==> config.mk <==
export PLATFORM = sky130hd
export DESIGN_NAME = dma_copy_engine_flat
export DESIGN_NICKNAME = d
export VERILOG_FILES = /design/src/rtl/dma_copy_engine_if.sv /design/src/rtl/dma_copy_engine.sv /design/src/flat_wrapper.sv
export SDC_FILE = /design/constraint.sdc
export NUM_CORES = 1
export LEC_CHECK = 0
export CAP_MARGIN = 20
export CELL_PAD_IN_SITES_DETAIL_PLACEMENT = 1
export CELL_PAD_IN_SITES_GLOBAL_PLACEMENT = 2
export CORE_MARGIN = 2
export CORE_UTILIZATION = 26
export DETAILED_ROUTE_END_ITERATION = 10
export GPL_TIMING_DRIVEN = 1
export PLACE_DENSITY_LB_ADDON = 0.1
export SLEW_MARGIN = 20
export SYNTH_ARGS = -nofsm -noshare
export SYNTH_HDL_FRONTEND = slang
export SYNTH_SLANG_ARGS = --single-unit
==> constraint.sdc <==
create_clock -name clk -period 2.53 [get_ports clk]
set_input_delay 0.506 -clock clk [delete_from_list [all_inputs] [get_ports clk]]
set_output_delay 0.506 -clock clk [all_outputs]
set_load 0.03 [all_outputs]
==> src/rtl/dma_copy_engine_if.sv <==
// -----------------------------------------------------------------------------
// dma_copy_engine_if
//
// Membus request/response bundle between the DMA copy engine (master) and the
// arbiter's DMA-side port (slave). The protocol allows one request in flight at
// a time. A request fires on m_valid && m_ready. Every fired request (read or
// write) is answered by exactly one m_rvalid pulse on a later cycle.
//
// Signals:
//   m_valid   master -> slave  request valid
//   m_ready   slave  -> master request accepted this cycle
//   m_addr    master -> slave  byte address of the request
//   m_wen     master -> slave  1 = write, 0 = read
//   m_wdata   master -> slave  write data
//   m_wmask   master -> slave  byte-lane write mask
//   m_rvalid  slave  -> master response valid (reads and writes)
//   m_rdata   slave  -> master read response data
// -----------------------------------------------------------------------------
interface dma_copy_engine_if #(
  parameter int ADDR_WIDTH = 32,
  parameter int DATA_WIDTH = 32
);

  logic                    m_valid;
  logic                    m_ready;
  logic [ADDR_WIDTH-1:0]   m_addr;
  logic                    m_wen;
  logic [DATA_WIDTH-1:0]   m_wdata;
  logic [DATA_WIDTH/8-1:0] m_wmask;
  logic                    m_rvalid;
  logic [DATA_WIDTH-1:0]   m_rdata;

  modport master (
    output m_valid,
    output m_addr,
    output m_wen,
    output m_wdata,
    output m_wmask,
    input  m_ready,
    input  m_rvalid,
    input  m_rdata
  );

  modport slave (
    input  m_valid,
    input  m_addr,
    input  m_wen,
    input  m_wdata,
    input  m_wmask,
    output m_ready,
    output m_rvalid,
    output m_rdata
  );

endinterface

==> src/rtl/dma_copy_engine.sv <==
// -----------------------------------------------------------------------------
// dma_copy_engine
//
// Single-channel memory-to-memory copy engine. It copies len words from
// src_addr to dst_addr over the Membus. Each word is one read followed by one
// write, and only one transaction is outstanding at any time.
//
// Ports:
//   clk       clock, all state updates on the rising edge
//   rst       synchronous reset, active low
//   start     one-cycle command strobe, honoured only while idle
//   src_addr  source byte address (low bits forced to word alignment)
//   dst_addr  destination byte address (low bits forced to word alignment)
//   len       number of words to copy (0 completes immediately)
//   busy      high from the cycle after an accepted start until DONE is left
//   done      one-cycle completion pulse
//   bus       Membus master port (see dma_copy_engine_if)
// -----------------------------------------------------------------------------
module dma_copy_engine #(
  parameter int ADDR_WIDTH = 32,
  parameter int DATA_WIDTH = 32,
  parameter int LEN_WIDTH  = 16
) (
  input  logic                  clk,
  input  logic                  rst,
  input  logic                  start,
  input  logic [ADDR_WIDTH-1:0] src_addr,
  input  logic [ADDR_WIDTH-1:0] dst_addr,
  input  logic [LEN_WIDTH-1:0]  len,
  output logic                  busy,
  output logic                  done,
  dma_copy_engine_if.master     bus
);

  localparam int BYTES = DATA_WIDTH / 8;

  // Address increment per word, and a mask that clears the byte-offset bits.
  localparam logic [ADDR_WIDTH-1:0] STEP       = ADDR_WIDTH'(BYTES);
  localparam logic [ADDR_WIDTH-1:0] ALIGN_MASK = ~(ADDR_WIDTH'(BYTES - 1));
  localparam logic [LEN_WIDTH-1:0]  ONE        = LEN_WIDTH'(1);

  typedef enum logic [2:0] {
    S_IDLE,
    S_RD_REQ,
    S_RD_WAIT,
    S_WR_REQ,
    S_WR_WAIT,
    S_DONE
  } state_t;

  state_t                state_reg,     state_next;
  logic [ADDR_WIDTH-1:0] cur_src_reg,   cur_src_next;
  logic [ADDR_WIDTH-1:0] cur_dst_reg,   cur_dst_next;
  logic [LEN_WIDTH-1:0]  remaining_reg, remaining_next;
  logic [DATA_WIDTH-1:0] word_reg,      word_next;

  // State and datapath registers. Reset has priority, so a start that
  // coincides with reset is dropped.
  always_ff @(posedge clk) begin
    if (!rst) begin
      state_reg     <= S_IDLE;
      cur_src_reg   <= '0;
      cur_dst_reg   <= '0;
      remaining_reg <= '0;
      word_reg      <= '0;
    end else begin
      state_reg     <= state_next;
      cur_src_reg   <= cur_src_next;
      cur_dst_reg   <= cur_dst_next;
      remaining_reg <= remaining_next;
      word_reg      <= word_next;
    end
  end

  // Next-state and output logic. The request outputs depend only on the
  // registered state and datapath. m_ready steers only the next state, so
  // there is no combinational path from m_ready to m_valid. m_rvalid is
  // looked at only in the two WAIT states. Those states are entered on the
  // cycle after a fire, so an rvalid on the fire cycle is never seen.
  always_comb begin
    state_next     = state_reg;
    cur_src_next   = cur_src_reg;
    cur_dst_next   = cur_dst_reg;
    remaining_next = remaining_reg;
    word_next      = word_reg;

    bus.m_valid    = 1'b0;
    bus.m_wen      = 1'b0;
    bus.m_addr     = '0;
    bus.m_wdata    = '0;
    bus.m_wmask    = '0;

    busy           = (state_reg != S_IDLE);
    done           = 1'b0;

    unique case (state_reg)
      S_IDLE: begin
        if (start) begin
          cur_src_next   = src_addr & ALIGN_MASK;
          cur_dst_next   = dst_addr & ALIGN_MASK;
          remaining_next = len;
          // A zero-length copy completes without any bus traffic.
          state_next     = (len == '0) ? S_DONE : S_RD_REQ;
        end
      end

      S_RD_REQ: begin
        bus.m_valid = 1'b1;
        bus.m_addr  = cur_src_reg;
        if (bus.m_ready) begin
          state_next = S_RD_WAIT;
        end
      end

      S_RD_WAIT: begin
        if (bus.m_rvalid) begin
          word_next  = bus.m_rdata;
          state_next = S_WR_REQ;
        end
      end

      S_WR_REQ: begin
        bus.m_valid = 1'b1;
        bus.m_wen   = 1'b1;
        bus.m_addr  = cur_dst_reg;
        bus.m_wdata = word_reg;
        bus.m_wmask = '1;
        if (bus.m_ready) begin
          state_next = S_WR_WAIT;
        end
      end

      S_WR_WAIT: begin
        if (bus.m_rvalid) begin
          // Addresses wrap naturally at the address width.
          remaining_next = remaining_reg - ONE;
          cur_src_next   = cur_src_reg + STEP;
          cur_dst_next   = cur_dst_reg + STEP;
          // Compare the pre-decrement count so that a full-scale len never
          // needs a wider counter.
          state_next     = (remaining_reg == ONE) ? S_DONE : S_RD_REQ;
        end
      end

      S_DONE: begin
        done       = 1'b1;
        state_next = S_IDLE;
      end

      default: begin
        state_next = S_IDLE;
      end
    endcase
  end

endmodule

==> src/flat_wrapper.sv <==
// flat-port wrapper written by rule: the top's interface ports become plain ports
module dma_copy_engine_flat 
#(
  parameter int ADDR_WIDTH = 32,
  parameter int DATA_WIDTH = 32,
  parameter int LEN_WIDTH  = 16
)
  (clk, rst, start, src_addr, dst_addr, len, busy, done, bus_m_valid, bus_m_addr, bus_m_wen, bus_m_wdata, bus_m_wmask, bus_m_ready, bus_m_rvalid, bus_m_rdata);
  dma_copy_engine_if #(.ADDR_WIDTH(ADDR_WIDTH), .DATA_WIDTH(DATA_WIDTH)) bus_i ();
  input  logic clk;
  input  logic rst;
  input  logic start;
  input  logic [ADDR_WIDTH-1:0] src_addr;
  input  logic [ADDR_WIDTH-1:0] dst_addr;
  input  logic [LEN_WIDTH-1:0] len;
  output logic busy;
  output logic done;
  output wire logic [$bits(bus_i.m_valid)-1:0] bus_m_valid;
  output wire logic [$bits(bus_i.m_addr)-1:0] bus_m_addr;
  output wire logic [$bits(bus_i.m_wen)-1:0] bus_m_wen;
  output wire logic [$bits(bus_i.m_wdata)-1:0] bus_m_wdata;
  output wire logic [$bits(bus_i.m_wmask)-1:0] bus_m_wmask;
  input wire logic [$bits(bus_i.m_ready)-1:0] bus_m_ready;
  input wire logic [$bits(bus_i.m_rvalid)-1:0] bus_m_rvalid;
  input wire logic [$bits(bus_i.m_rdata)-1:0] bus_m_rdata;
  assign bus_m_valid = bus_i.m_valid;
  assign bus_m_addr = bus_i.m_addr;
  assign bus_m_wen = bus_i.m_wen;
  assign bus_m_wdata = bus_i.m_wdata;
  assign bus_m_wmask = bus_i.m_wmask;
  assign bus_i.m_ready = bus_m_ready;
  assign bus_i.m_rvalid = bus_m_rvalid;
  assign bus_i.m_rdata = bus_m_rdata;
  dma_copy_engine #(.ADDR_WIDTH(ADDR_WIDTH), .DATA_WIDTH(DATA_WIDTH), .LEN_WIDTH(LEN_WIDTH)) u_core (.clk(clk), .rst(rst), .start(start), .src_addr(src_addr), .dst_addr(dst_addr), .len(len), .busy(busy), .done(done), .bus(bus_i));
endmodule
==> summary.txt, run 1 <==
Final #Nets: 1220
Worst-path clk slew: 80 ps
Reg-to-Reg End: u_core.cur_src_reg[20]$_SDFFE_PN0P_
Root buffer cell: clkbuf_16
Row count: 58
Hold Path Depth: 2
CTS hold repair buffers: 0
Clock group share of total power: 22.5%
Share of layout cells above drive strength 1: 9.43%
CTS Sinks: 111
Crit end category: output pin
Psw: 0.00318 W
Post-Syn Instances: 921
Drt drc: 0
Largest register FFs: 32
Routed WL: 28.3 mm
Largest net degree at the start of global routing: 49
Post-Syn Area: 0.00670 mm²
H-tree levels: 3
Critical Path Source: u_core.state_reg[1]$_SDFFE_PN0P_
Data required, critical path: 2020 ps
Final Hold Viols: 0
Commonest non-fill, non-tap cell in the layout: nand2_1
Layout Skew: 9.50 ps
Static leakage: 3.77 nW
Core area: 0.0253 mm²
Global route total overflow: 0
Synth Register Bits: 111
YS warnings: 0
ANT nets after route: 0
Hpwl dp: 20.7 mm
Max Fclk: 406 MHz
Global-route wire length before repair: 43.4 mm
Die height: 165 µm
Slew headroom: 57.9%
Clock latency on the worst-skew pair: 370 ps
Pwr Density: 797 mW/mm²
Ports: 189
R2r setup slk: 320 ps
Number of global-route vias before repair: 7577
Worst Hold End: u_core.word_reg[21]$_SDFFE_PN0P_
Synthesized area per cell: 7.27 µm²
Maximum VDD drop: 352 µV
Number of buffers added on ports: 182
Slew of the pin with the lowest slew margin: 629 ps
Sequential fraction of the synthesis area: 33.2%
Area grow syn2layout: 42.1%
R2r worst-path depth: 6
EDFF count, synth: 0
Commonest non-fill, non-tap cells in the layout: nand2_1, clkdlybuf4s50_1, dfxtp_1, a21oi_1, nor2_1
CP Class: reg -> out
Top FF cell, synth: dfxtp_1
Max-cap violations: 0
Power, Total: 0.00759 W
CTS Buffer Depth: 2
Switch share: 41.9%
Drt pass-1 iters: 4
Tcrit/Tclk final: 97.4%
Hold path start: u_core.word_reg[21]$_SDFFE_PN0P_
CTS tree: yes
Post-DR wirelength/cell: 19.7 µm
Slew Viols, Final: 0
Outcome: completed
Flop pwr share: 33.8%
Gr usage total: 20.8%
Starting Density: 26.5%
Max Fanout on Critical Path: 19
Gate power share: 43.7%
Reg2reg start: u_core.cur_src_reg[2]$_SDFFE_PN0P_
Die ar.: 0.0271 mm²
Fin Setup TNS: 0 ps
Largest area contributor in the netlist: dfxtp_1
Via count: 7461
Drt via density: 5.21
CP Launch Type: flip-flop
Internal: 0.00441 W
Final worst path period need: 2460 ps
Layout Cells excl Fill: 1433
Fill cell count: 3096
GPL Wtd Cong: 0.805
Die W: 165 µm
CP arrival: 1960 ps
Number of buffers created by CTS: 9
DR iter-0 viols: 430
Antenna diode count: 0
Unique masters post-synth: 71
Hold WC Path Type: reg -> reg
Post-synth top area share: 33.2%
Asr flop ratio synth: 0%
RSZ-0062 raised after global routing: false
Synth area leaders: dfxtp_1, nand2_1, a21oi_1, mux2i_1, nor2_1
Initial antenna violation count: 0
Post-placement cell count: 1418
Final setup fails: 0
## cell usage after synthesis, types with 5 or more instances
library cell and count:
nor3_1 37, and4_1 6, or3_1 19, nand3_1 41
buf_4 6, nor4_1 19, o31a_1 5, buf_1 6
clkbuf_1 58, dfxtp_1 111, nand2_1 155, and3_1 40
a31oi_1 14, o211ai_1 13, a311oi_1 8, nor2_1 70
o21ai_0 48, o22ai_1 7, a21oi_1 90, a211oi_1 8
nand4_1 13, inv_1 12, mux2i_1 40, buf_2 8
## routing by layer
metal  track usage [%]  wire (µm)  vias to the layer above
li1                  -          -                     3701
met1              27.7      13500                     3581
met2              35.5      13300                      159
met3              2.71       1090                       20
met4              5.02        384                        0
met5                 0          0                        -
## layout make-up
type                            count  area [µm²]  area share (%)
Multi-Input combinational cell    718        4110            43.2
Sequential cell                   111        2220            23.4
Clock buffer                        9         225            2.37
Clock inverter                      6         116            1.22
Tap cell                          330         413            4.34
Timing Repair Buffer              246        2380            25.0
Inverter                           13        48.8           0.513
## worst max-delay path by stage
stage | cells after the start | slack [ps] | end
global placement | 6 | 130 | u_core.cur_src_reg[20]$_SDFFE_PN0P_
CTS | 4 | 10 | bus_m_addr[7]
detailed placement | 6 | 80 | u_core.cur_src_reg[20]$_SDFFE_PN0P_
floorplan | 5 | 180 | bus_m_addr[18]
global route | 5 | 3 | bus_m_wdata[8]
finish | 4 | 70 | bus_m_addr[16]
## logic make-up after synthesis
group,count (synthesis),synth area share (%)
buffers and inverters,93,5.73
and+or+nand+nor,432,31.9
adders and majority gates,4,0.747
other,1,0.0560
AOI/OAI and AO/OA,235,21.7
DFF,111,33.2
xor gates and xnor gates,4,0.523
muxes,41,6.14
## worst max-delay path, stage by stage (launching register included)
cell	delay (ps)
dfxtp_2	410
buf_12	200
mux2i_1	310
nor2_1	70
clkdlybuf4s50_1	590
## power by group through the flow
stage	clock network (W)	logic, W	registers (W)
2_1_floorplan	0	0.00199	0.00243
3_3_place_gp	0	0.00334	0.00259
3_5_place_dp	0	0.00336	0.00260
4_1_cts	0.00176	0.00336	0.00256
5_1_grt	0.00181	0.00366	0.00263
6_report	0.00171	0.00332	0.00256
## per-stage QoR
stage | hold slack, ps | cell area [µm²] | setup WS [ps] | util, %
2_1_floorplan | 432 | 6700 | 175 | -
3_3_place_gp | 437 | 9210 | 134 | 36.5
3_5_place_dp | 444 | 9210 | 75.5 | 36.5
4_1_cts | 456 | 9500 | 13.1 | 37.6
5_1_grt | 475 | 9520 | 3.36 | 37.7
6_report | 453 | 9520 | 66.6 | 37.7
## timing repair
action	CTS	global route
gates resized for setup	41	9
setup endpoints to repair	41	9
buffers inserted	0	0
Note: power is estimated with default switching activity, not from simulation.
==> run 2: changes to the inputs <==
--- a/config.mk
+++ b/config.mk
@@ -10,6 +10,7 @@
 export CELL_PAD_IN_SITES_GLOBAL_PLACEMENT = 2
 export CORE_MARGIN = 2
 export CORE_UTILIZATION = 26
+export CTS_CLUSTER_SIZE = 25
 export DETAILED_ROUTE_END_ITERATION = 10
 export GPL_TIMING_DRIVEN = 1
 export PLACE_DENSITY_LB_ADDON = 0.1
==> results of run 2 <==
The final DEF is identical to that of run 1; final timing and power are the same.
==> run 3: changes to the inputs <==
--- a/config.mk
+++ b/config.mk
@@ -6,10 +6,10 @@
 export NUM_CORES = 1
 export LEC_CHECK = 0
 export CAP_MARGIN = 20
-export CELL_PAD_IN_SITES_DETAIL_PLACEMENT = 1
-export CELL_PAD_IN_SITES_GLOBAL_PLACEMENT = 2
+export CELL_PAD_IN_SITES_DETAIL_PLACEMENT = 0
+export CELL_PAD_IN_SITES_GLOBAL_PLACEMENT = 1
 export CORE_MARGIN = 2
-export CORE_UTILIZATION = 26
+export CORE_UTILIZATION = 34
 export CTS_CLUSTER_SIZE = 25
 export DETAILED_ROUTE_END_ITERATION = 10
 export GPL_TIMING_DRIVEN = 1
==> run 3 against run 2 <==
  * Critical path depth stayed put
  * Routed wire length shrank 13%
  * Total power is 2.7% lower
  * Non-clock buffer count fell by 11
  * Count of clock-buffer cells in the layout up 1
  * Sequential cell count did not move
  * Cell count fell by 5.2%
  * First-iteration DRC count grew 23%
  * Global-route usage is 2.7 points higher
==> summary.txt, run 3 (synthesis results as in run 1) <==
Post-DR wirelength/cell: 18.1 µm (was 19.7 µm)
Max Fclk: 406 MHz (about the same)
Share of layout cells above drive strength 1: 8.42% (was 9.43%)
ANT nets after route: 0 (unchanged)
Drt pass-1 iters: 5 (was 4)
Slew headroom: 64.2% (was 57.9%)
CTS Sinks: 111 (unchanged)
DR iter-0 viols: 531 (was 430)
Hold WC Path Type: reg -> reg (unchanged)
Final #Nets: 1209 (was 1220)
Largest net degree at the start of global routing: 43 (was 49)
Antenna diode count: 0 (unchanged)
Pre-CTS WS: 142 ps (was 75.5 ps)
Commonest non-fill, non-tap cells in the layout: nand2_1, clkdlybuf4s50_1, dfxtp_1, a21oi_1, nor2_1 (unchanged)
Root buffer cell: clkbuf_16 (unchanged)
WHS: 451 ps (was 453 ps)
Fill cell count: 2061 (was 3096)
Slew Viols, Final: 0 (unchanged)
Setup bufs post-CTS: 0 (unchanged)
Slew of the pin with the lowest slew margin: 535 ps (was 629 ps)
Core area: 0.0194 mm² (was 0.0253 mm²)
CTS Buffer Depth: 2 (unchanged)
H-tree levels: 3 (unchanged)
Commonest non-fill, non-tap cell in the layout: nand2_1 (unchanged)
Number of buffers created by CTS: 9 (unchanged)
Final Hold Viols: 0 (unchanged)
Crit path capture: bus_m_addr[9] (was bus_m_addr[16])
Static leakage: 3.78 nW (was 3.77 nW)
CTS hold repair buffers: 0 (unchanged)
R2r worst-path depth: 6 (unchanged)
Data required, critical path: 2020 ps (about the same)
Routed WL: 24.6 mm (was 28.3 mm)
Final worst path period need: 2460 ps (about the same)
Crit end category: output pin (unchanged)
Max-cap violations: 0 (unchanged)
Fin Setup TNS: 0 ps (unchanged)
Critical Path Source: u_core.state_reg[1]$_SDFFE_PN0P_ (unchanged)
GPL Wtd Cong: 0.847 (was 0.805)
Max Fanout on Critical Path: 18 (was 19)
R2r setup slk: 260 ps (was 320 ps)
Reg-to-Reg End: u_core.cur_dst_reg[26]$_SDFFE_PN0P_ (was u_core.cur_src_reg[20]$_SDFFE_PN0P_)
Row count: 51 (was 58)
Largest register FFs: 32 (unchanged)
RSZ-0062 raised after global routing: false (unchanged)
Worst setup margin: 67.4 ps (was 66.6 ps)
Die W: 144 µm (was 165 µm)
Layout Skew: 12.7 ps (was 9.50 ps)
Die height: 144 µm (was 165 µm)
Drt drc: 0 (unchanged)
Global-route wire length before repair: 38.1 mm (was 43.4 mm)
Drt via density: 5.44 (was 5.21)
Initial antenna violation count: 0 (unchanged)
CTS tree: yes (unchanged)
Maximum VDD drop: 443 µV (was 352 µV)
Hpwl dp: 17.5 mm (was 20.7 mm)
Final setup fails: 0 (unchanged)
Ports: 189 (unchanged)
CP Launch Type: flip-flop (unchanged)
Die ar.: 0.0208 mm² (was 0.0271 mm²)
Pwr Density: 788 mW/mm² (was 797 mW/mm²)
Outcome: completed (unchanged)
CP Class: reg -> out (unchanged)
Clock latency on the worst-skew pair: 360 ps (was 370 ps)
Worst-path clk slew: 70 ps (was 80 ps)
Area grow syn2layout: 39.8% (was 42.1%)
Via count: 7388 (was 7461)
Reg2reg start: u_core.cur_dst_reg[3]$_SDFFE_PN0P_ (was u_core.cur_src_reg[2]$_SDFFE_PN0P_)
CP arrival: 1960 ps (about the same)
Post-layout util: 48.3% (was 37.7%)
Number of global-route vias before repair: 6803 (was 7577)
Tcrit/Tclk final: 97.3% (was 97.4%)
Number of buffers added on ports: 182 (unchanged)
Starting Density: 34.5% (was 26.5%)
Gr usage total: 23.4% (was 20.8%)
Global route total overflow: 0 (unchanged)
-- run 3: changes by cell type in the layout (fill, tap and decap cells not counted), moves of 2 or more --
cell / delta
buf_4: -12
dlymetal6s2s_1: +5
inv_6: -2
clkdlybuf4s50_1: -2
clkinv_4: +2
-- run 3: report_power, final --
| group | internal [W] | switching [W] | total [W] |
|---|---|---|---|
| registers | 0.00211 | 0.000460 | 0.00257 |
| clock network | 0.000902 | 0.000711 | 0.00161 |
| logic | 0.00132 | 0.00189 | 0.00320 |
| total | 0.00433 | 0.00306 | 0.00738 |
-- run 3: cell type report --
cell class / instances / area [µm²] / share of cell area [%]
clock inverters: 6 / 93.8 / 1.00
multi-input cells: 718 / 4120 / 44.0
inverters: 13 / 48.8 / 0.521
well taps: 265 / 332 / 3.54
clock buffers: 10 / 239 / 2.55
flip-flops and latches: 111 / 2220 / 23.7
repair buffers: 235 / 2310 / 24.7
-- run 3: what timing repair did --
| item | 4_1_cts | 5_1_grt |
|---|---|---|
| gates cloned | 0 | 0 |
| setup endpoints to repair | 41 | 15 |
| gates resized for setup | 41 | 15 |
-- run 3: how the worst min path moves through the flow --
stage | to | slack, ps | start | cells past startpoint
final | u_core.word_reg[22]$_SDFFE_PN0P_ | 450 | u_core.word_reg[22]$_SDFFE_PN0P_ | 2
after CTS | u_core.word_reg[29]$_SDFFE_PN0P_ | 450 | u_core.word_reg[29]$_SDFFE_PN0P_ | 2
after detailed placement | u_core.word_reg[29]$_SDFFE_PN0P_ | 440 | u_core.word_reg[29]$_SDFFE_PN0P_ | 2
after floorplan | u_core.word_reg[12]$_SDFFE_PN0P_ | 430 | u_core.word_reg[12]$_SDFFE_PN0P_ | 2
after global placement | u_core.word_reg[26]$_SDFFE_PN0P_ | 440 | u_core.word_reg[26]$_SDFFE_PN0P_ | 2
after global routing | u_core.word_reg[29]$_SDFFE_PN0P_ | 470 | u_core.word_reg[29]$_SDFFE_PN0P_ | 2
-- run 3: critical path, cell delays in order, from the launching register on --
cell             delay (ps)
dfxtp_2                 480
buf_12                  220
mux2i_1                  90
nor2_1                  110
clkdlybuf4s50_1         690
-- run 3: through the flow --
step                total power, W  instances  cell area (µm²)
finish                     0.00738       1358             9360
global route               0.00786       1358             9360
CTS                        0.00742       1358             9320
detailed placement         0.00580       1342             9040
global placement           0.00580       1342             9040
floorplan                  0.00442        922             6700
-- run 3: metal layers --
layer  GRT usage, %  share of wire (%)  wire (µm)
met5              0                  0          0
met4           6.64                1.4        344
met3           2.22                4.7       1150
met2           37.5                 45      11200
met1           33.5                 49      12000
